File: src/rtl/debounce_ctrl.sv
// debounce_ctrl: two-flop synchronizer, shared sample tick and per-channel qualification counters.
// Build option: define DEBOUNCE_RELEASE_PULSE_EN to compile in the release-pulse register.
module synchronizer #(
    parameter int WIDTH = 1
) (
    input  logic             clk,
    input  logic [WIDTH-1:0] d_i,
    output logic [WIDTH-1:0] q_o
);
    logic [WIDTH-1:0] meta_q;
    always_ff @(posedge clk) begin
        meta_q <= d_i;
        q_o    <= meta_q;
    end
endmodule

module debounce_ctrl #(
    parameter int WIDTH          = 1,
    parameter int SAMPLE_CNT_MAX = 25000,
    parameter int PULSE_CNT_MAX  = 150
) (
    input  logic             clk,
    input  logic             rst_n,
    input  logic [WIDTH-1:0] raw_in,
    output logic [WIDTH-1:0] level,
    output logic [WIDTH-1:0] press_pulse,
    output logic [WIDTH-1:0] release_pulse
);
    localparam int WC_W = $clog2(SAMPLE_CNT_MAX);
    localparam int SC_W = $clog2(PULSE_CNT_MAX + 1);
    localparam logic [WC_W-1:0] WC_LAST = WC_W'(SAMPLE_CNT_MAX - 1);
    localparam logic [SC_W-1:0] SC_LAST = SC_W'(PULSE_CNT_MAX - 1);

    logic [WIDTH-1:0]            s;
    logic [WC_W-1:0]             wc_q, wc_d;
    logic [WIDTH-1:0][SC_W-1:0]  sc_q, sc_d;
    logic [WIDTH-1:0]            level_q, press_q, flip;
    logic                        tick;

    synchronizer #(.WIDTH(WIDTH)) u_sync (
        .clk (clk),
        .d_i (raw_in),
        .q_o (s)
    );

    // An agreeing sample aborts qualification on any cycle, not only on ticks.
    always_comb begin
        tick = wc_q == WC_LAST;
        wc_d = tick ? '0 : wc_q + WC_W'(1);
        flip = '0;
        sc_d = sc_q;
        for (int i = 0; i < WIDTH; i++) begin
            flip[i] = (s[i] != level_q[i]) && tick && (sc_q[i] == SC_LAST);
            sc_d[i] = (s[i] == level_q[i] || flip[i]) ? '0 : tick ? sc_q[i] + SC_W'(1) : sc_q[i];
        end
    end

    always_ff @(posedge clk or negedge rst_n) begin
        if (!rst_n) begin
            wc_q    <= '0;
            sc_q    <= '0;
            level_q <= '0;
            press_q <= '0;
        end else begin
            wc_q    <= wc_d;
            sc_q    <= sc_d;
            level_q <= level_q ^ flip;
            press_q <= flip & ~level_q;
        end
    end

`ifdef DEBOUNCE_RELEASE_PULSE_EN
    logic [WIDTH-1:0] release_q;
    always_ff @(posedge clk or negedge rst_n) begin
        if (!rst_n) release_q <= '0;
        else        release_q <= flip & level_q;
    end
    assign release_pulse = release_q;
`else
    assign release_pulse = '0;
`endif

    assign level       = level_q;
    assign press_pulse = press_q;
endmodule

File: config.mk
export PLATFORM = sky130hd
export DESIGN_NAME = debounce_ctrl
export DESIGN_NICKNAME = d
export VERILOG_FILES = /design/src/rtl/debounce_ctrl.sv
export SDC_FILE = /design/constraint.sdc
export NUM_CORES = 1
export LEC_CHECK = 0
export ABC_AREA = 1
export BUFFER_PORTS_ARGS = -buffer_cell sky130_fd_sc_hd__buf_2
export CAP_MARGIN = 15
export CORE_MARGIN = 1.5
export CORE_UTILIZATION = 60
export CTS_BUF_LIST = sky130_fd_sc_hd__clkbuf_4 sky130_fd_sc_hd__clkbuf_8 sky130_fd_sc_hd__clkbuf_16
export DETAILED_ROUTE_END_ITERATION = 6
export PLACE_DENSITY_LB_ADDON = 0.12
export SKIP_CTS_REPAIR_TIMING = 1
export SYNTH_ARGS = -nofsm -noshare
export SYNTH_HDL_FRONTEND = slang
export SYNTH_HIERARCHICAL = 1
export SYNTH_SLANG_ARGS = --single-unit
File: constraint.sdc
create_clock -name clk -period 4.04 [get_ports clk]
set_input_delay 0.808 -clock clk [delete_from_list [all_inputs] [get_ports clk]]
set_output_delay 0.808 -clock clk [all_outputs]
set_load 0.01 [all_outputs]
==> results.md, run 1 <==
* Status: complete, no violations
* Syn nets at 210
* WL per Instance at approximately 13 microns
* Rel. slew slack at a little over three fifths
* Synthesized area at 1570 sq um
* Layout overhead on the synthesized area at 4.13%
* CP Cell Sequence: buf_2
* Peak supply drop at ~0.20 mV
* Starting Density at 63.5%
* GR Util met1 at 25.6%
* Pins Over Slew Limit at 0
* Max Cap Viol at 0
* GR peak layer: met2
* CP arrival at a little over 900 ps
* ANT nets after route at 0
* Reg-to-reg startpoint: wc_q[0]$_DFF_PN0_
* WHS Path Cells at 0
* Post-DP HPWL at 2.35 mm
* # port buffers at 4
* Power per cell area at 245 nW/um^2
* Netlist cell types at 25
* Yosys reg bits at 27
* Vias post-DR at approximately 1300
* Met3 Track Usage GR at about 3.3%
* Largest net degree at the start of global routing at 26
* Most common cell after layout, fill and taps aside: nand2_1
* Clk_lat worst skew at 310 ps
* Worst-path fanout max at 3
* # DRC at 0
* Hold path endpoint: u_sync/q_o$_DFF_P_
* Layout cell share with drive strength beyond 1 at roughly 8%
* Via density at between 5 and 6
* HP Class: flip-flop to flip-flop
* Yosys warning count at 6
* Setup Total Neg Slack at 0 ps
* Setup violators final at 0
* All-Layer GR Usage at a little under a quarter
* Peak Freq at between 500 and 600 MHz
* Worst Min Path Start: u_sync/meta_q$_DFF_P_
* Final period util at ~43%
* WP data required at around 3200 ps
* CTS tree: yes
* Min Hold Slack at roughly 370 ps
* Ant diodes at 0
* Final hold vios at 0
* Final wirelength at just over 3 mm
* Drt pass-1 iters at 4
* Reg2reg end: level$_DFF_PN0_
* Initial drt markers at 32
* Seq/Total Area, Yosys at 42.3%
* Ports at 6
* Nets at roughly 220
* Clock Skews at about 4.5 ps
* Congestion Overflow GR at 0
* Buffer and inverter count on the worst path at 1
* CTS clk-pin slew, worst paths at 140 ps
* Syn Inst Count at between 200 and 250
* Critical path capture point type: output pin
* Syn avg cell area at between 7 and 8 sq um
* CP max stage cell: dfrtp_1
* Worst Max-Slew Pin Slew at around 560 ps
* CP Class: flip-flop to output pin
* Core area at 2480 sq um
* H-tree lvl count at 1
* Full die area at slightly below 3000 sq um
* Fillers at approximately 230
* CTS Buffer Depth at 2
* M2 GR Usage at between 40 and 50%
* Leak at 0.899 nW
* Rows at 18
* Initial antenna violation count at 0
* Unrepaired setup endpoints after global routing: no
* CTS buffer count at 3
* Worst path max stage delay at roughly 450 ps
* Worst Setup Start Kind: flip-flop
* Vias in the first global route at ~1200
* CTS root buf: clkbuf_4
* Crit path max-delay family: flip-flops
* Most frequent cells in the layout: nand2_1 (47), inv_1 (33), dfrtp_1 (25)
* Final Wtd Congestion at 0.857
* Period minus WS final at between 1500 and 2000 ps
* Reg-to-reg slack, setup at 2460 ps
* # clock sinks at 27
* Worst reg-to-reg path cell count at 7
* Die span in y at roughly 54 microns
* Die X at 54.2 microns
* Global-route wire length before repair at between 4 and 5 mm
[through the flow]
stage               util (%)  area (sq um)  cells  power [mW]  setup WS [ps]
floorplan                  -          1570    203       0.281           2680
global placement        64.9          1610    235       0.287           2520
detailed placement      64.9          1610    235       0.288           2480
CTS                     66.2          1640    239       0.408           2300
global route            66.2          1640    239       0.417           2270
finish                  66.2          1640    239       0.402           2310
[registers in the layout, indices dropped and copies added, names as in the netlist]
name           cells
u_sync/q_o         1
wc_q              15
level              1
sc_q               8
u_sync/meta_q      1
press_pulse        1
[cell usage after synthesis]
| library cell | instances | area share [%] |
|---|---|---|
| a21oi_1 | 2 | 0.64 |
| and3_1 | 1 | 0.40 |
| buf_4 | 1 | 0.48 |
| buf_8 | 1 | 0.95 |
| conb_1 | 1 | 0.24 |
| dfrtp_1 | 25 | 40 |
| dfxtp_1 | 2 | 2.5 |
| ha_1 | 4 | 3.2 |
| inv_1 | 33 | 7.9 |
| inv_2 | 1 | 0.24 |
| nand2_1 | 47 | 11 |
| nand2_2 | 3 | 1.2 |
| nand3_1 | 13 | 4.1 |
| nand3_4 | 1 | 1.1 |
| nand4_1 | 14 | 5.6 |
| nor2_1 | 24 | 5.7 |
| nor2_2 | 1 | 0.40 |
| nor2_4 | 1 | 0.72 |
| nor2_8 | 1 | 1.3 |
| nor3_1 | 11 | 3.5 |
| nor4_1 | 2 | 0.79 |
| o22ai_1 | 1 | 0.40 |
| xnor2_1 | 2 | 1.1 |
| xor2_1 | 10 | 5.6 |
| xor2_2 | 1 | 1.0 |
[cell type report]
cell class / count / area [sq um] / share of cell area [%]
Multi-Input combinational cell: 140 / 758 / 46.3
Sequential cell: 27 / 666 / 40.6
Tap cell: 30 / 37.5 / 2.29
Inverter: 34 / 128 / 7.79
Clock buffer: 4 / 30.0 / 1.83
Timing Repair Buffer: 4 / 20.0 / 1.22
[kinds of logic (layout without fill, tap and decap cells)]
| group | count (synthesis) | after routing | share of synthesized area [%] |
|---|---|---|---|
| simple gates | 119 | 119 | 36.0 |
| other cells | 1 | 1 | 0.238 |
| compound gates | 3 | 3 | 1.03 |
| xor+xnor | 13 | 13 | 7.71 |
| buf+inv | 36 | 42 | 9.54 |
| fa+ha+maj | 4 | 4 | 3.18 |
| flops | 27 | 27 | 42.3 |
[metal layers]
metal	wire length, microns	vias to the layer above	share of wire (%)
met5	0	-	0
met4	25	0	0.82
met3	83	6	2.7
met2	1680	32	55
met1	1250	589	41
li1	-	653	-
[worst max path at each step]
stage	startpoint	endpoint	slack, ps	cells after the start
6_report	level$_DFF_PN0_	level	2310	1
5_1_grt	level$_DFF_PN0_	level	2270	1
4_1_cts	level$_DFF_PN0_	level	2300	1
3_5_place_dp	wc_q[0]$_DFF_PN0_	sc_q[7]$_DFFE_PN0P_	2480	8
3_3_place_gp	wc_q[0]$_DFF_PN0_	sc_q[0]$_DFFE_PN0P_	2520	8
2_1_floorplan	wc_q[0]$_DFF_PN0_	sc_q[3]$_DFFE_PN0P_	2680	8
[report_power, final]
part	total, mW	internal [mW]	switching (mW)
Sequential	0.272	0.271	0.000564
Clock	0.120	0.0453	0.0749
Combinational	0.0101	0.00173	0.00836
No activity file was read; power rests on OpenSTA's default activity.
==> run 2, diff against run 1 <==
Settings changed: CORE_UTILIZATION 60 to 54.
Clock period 4.04 ns to 1.5 ns, I/O delays scaled along.
==> run 2 against run 1 <==
  * The run now ends with setup timing left
  * Count of clock-buffer cells in the layout unchanged
  * Combinational power grew to 3.0 times the previous value
  * Total power grew to 2.7 times the previous value
  * Non-clock buffer count rose by 11
  * Clock power grew to 2.7 times the previous value
  * Critical endpoint is now level$_DFF_PN0_
  * Highest routed layer unchanged
==> results.md, run 2 (synthesis results as in run 1) <==
* Leak at roughly 0.99 nW
* Worst Max-Slew Pin Slew at ~540 ps
* Buffer and inverter count on the worst path at 1
* # DRC at 0
* Final worst setup slack at -41.3 ps
* Largest register FFs at 15
* CP Class: flip-flop to flip-flop
* HP Class: input port to flip-flop
* CP Cell Sequence: ha_2 > nand2_4 > nor4_2 > nand3_1 > nor2_1 > ha_1 > inv_1
* CP arrival at roughly 1800 ps
* Die X at between 50 and 60 microns
* Starting Density at between 50% and 60%
* CTS tree: yes
* CTS clk-pin slew, worst paths at ~130 ps
* Clock Skews at around 4.1 ps
* ANT nets after route at 0
* Vias in the first global route at 1320
* Period minus WS final at 1540 ps
* Congestion Overflow GR at 0
* Drt pass-1 iters at 4
* Met3 Track Usage GR at between 2 and 2.5%
* Via density at between 5 and 6
* Dpl ws at -72.6 ps
* Worst-path fanout max at 4
* Biggest regs: wc_q x15, sc_q x8
* CTS Buffer Depth at 2
* Worst path max stage delay at about 430 ps
* Final period util at 103%
* Final Wtd Congestion at between 0.9 and 1
* Rows at 19
* Global-route wire length before repair at approximately 5.4 mm
* Most common cell after layout, fill and taps aside: nand2_1
* CTS root buf: clkbuf_4
* Die span in y at around 57 microns
* Largest net degree at the start of global routing at 26
* H-tree lvl count at 1
* Ant diodes at 0
* Crit path max-delay family: simple AND/OR/NAND/NOR gates
* All-Layer GR Usage at between 20% and 30%
* GR Util met1 at between 20% and 30%
* M2 GR Usage at a little under two fifths
* Initial drt markers at 36
* WP data required at 1770 ps
* Most frequent cells in the layout: nand2_1 (47), inv_1 (33), dfrtp_1 (25)
* CP max stage cell: dfrtp_1
* Layout cell share with drive strength beyond 1 at ~14%
* Post-DP HPWL at 2.40 mm
* GR peak layer: met2
* Status: finished, violations left
* Rel. slew slack at between 60% and 70%
* Biggest register: wc_q
* WHS Path Cells at 1
* Power per cell area at just over 600 nW/um^2
* Setup violators final at 1
* # port buffers at 4
* Initial antenna violation count at 0
* Core area at ~2800 sq um
* Final wirelength at approximately 3.3 mm
* Vias post-DR at around 1400
* Cell count along the critical path at 7
* Final hold vios at 0
* Unrepaired setup endpoints after global routing: yes
* Layout overhead on the synthesized area at 12.2%
* Critical path capture point type: flip-flop
* Util after Layout at about 64%
* Clk_lat worst skew at about 310 ps
* Nets at 229
* Peak supply drop at ~0.55 mV
* Ports at 6
* CTS buffer count at 3
* Max Cap Viol at 0
* Worst Setup Start Kind: flip-flop
* Full die area at around 3200 sq um
* Worst reg-to-reg path cell count at 7
* Failing checks: setup timing
* Pins Over Slew Limit at 0
* # clock sinks at 27
* WL per Instance at between 10 and 15 microns
* Peak Freq at ~650 MHz
## run 2: cell count changes in the layout (fill, tap and decap cells not counted), sizes merged
| cell | previous run | this run |
|---|---|---|
| nor2 | 27 | 28 |
| buf | 4 | 14 |
| dlygate4sd3 | 0 | 1 |
## run 2: final cells by class
cell class | count | area [sq um]
Timing Repair Buffer | 15 | 105
Inverter | 34 | 128
Multi-Input combinational cell | 141 | 798
Tap cell | 31 | 38.8
Fill cell | 245 | 992
Sequential cell | 27 | 666
Clock buffer | 4 | 30.0
## run 2: per-stage QoR
stage | power (mW) | area, sq um | instances | TNS, ps | hold WS (ps)
6_report | 1.08 | 1770 | 252 | -41.3 | 75.3
5_1_grt | 1.13 | 1770 | 252 | -408 | 52.3
4_1_cts | 1.10 | 1690 | 246 | -101 | -47.0
3_5_place_dp | 0.775 | 1660 | 242 | -72.6 | 318
3_3_place_gp | 0.774 | 1660 | 242 | 0 | 313
2_1_floorplan | 0.757 | 1570 | 203 | 0 | 4.41
## run 2: layer usage
| layer | vias up | wire, microns |
|---|---|---|
| li1 | 681 | - |
| met1 | 640 | 1360 |
| met2 | 32 | 1750 |
| met3 | 8 | 98 |
| met4 | 0 | 49 |
| met5 | - | 0 |
## run 2: report_power, final
| group | internal (mW) | switching, mW |
|---|---|---|
| Sequential | 0.730 | 0.00135 |
| Combinational | 0.00801 | 0.0222 |
| Clock | 0.122 | 0.197 |
## run 2: final timing paths
path                                        from                     to  slack, ps
max                            wc_q[0]$_DFF_PN0_        level$_DFF_PN0_        -40
min                                       raw_in  u_sync/meta_q$_DFF_P_         80
max reg2reg                    wc_q[0]$_DFF_PN0_        level$_DFF_PN0_        -40
min reg2reg                u_sync/meta_q$_DFF_P_     u_sync/q_o$_DFF_P_        350
max in group asynchronous                  rst_n      wc_q[8]$_DFF_PN0_        670
min in group asynchronous                  rst_n      wc_q[7]$_DFF_PN0_        480
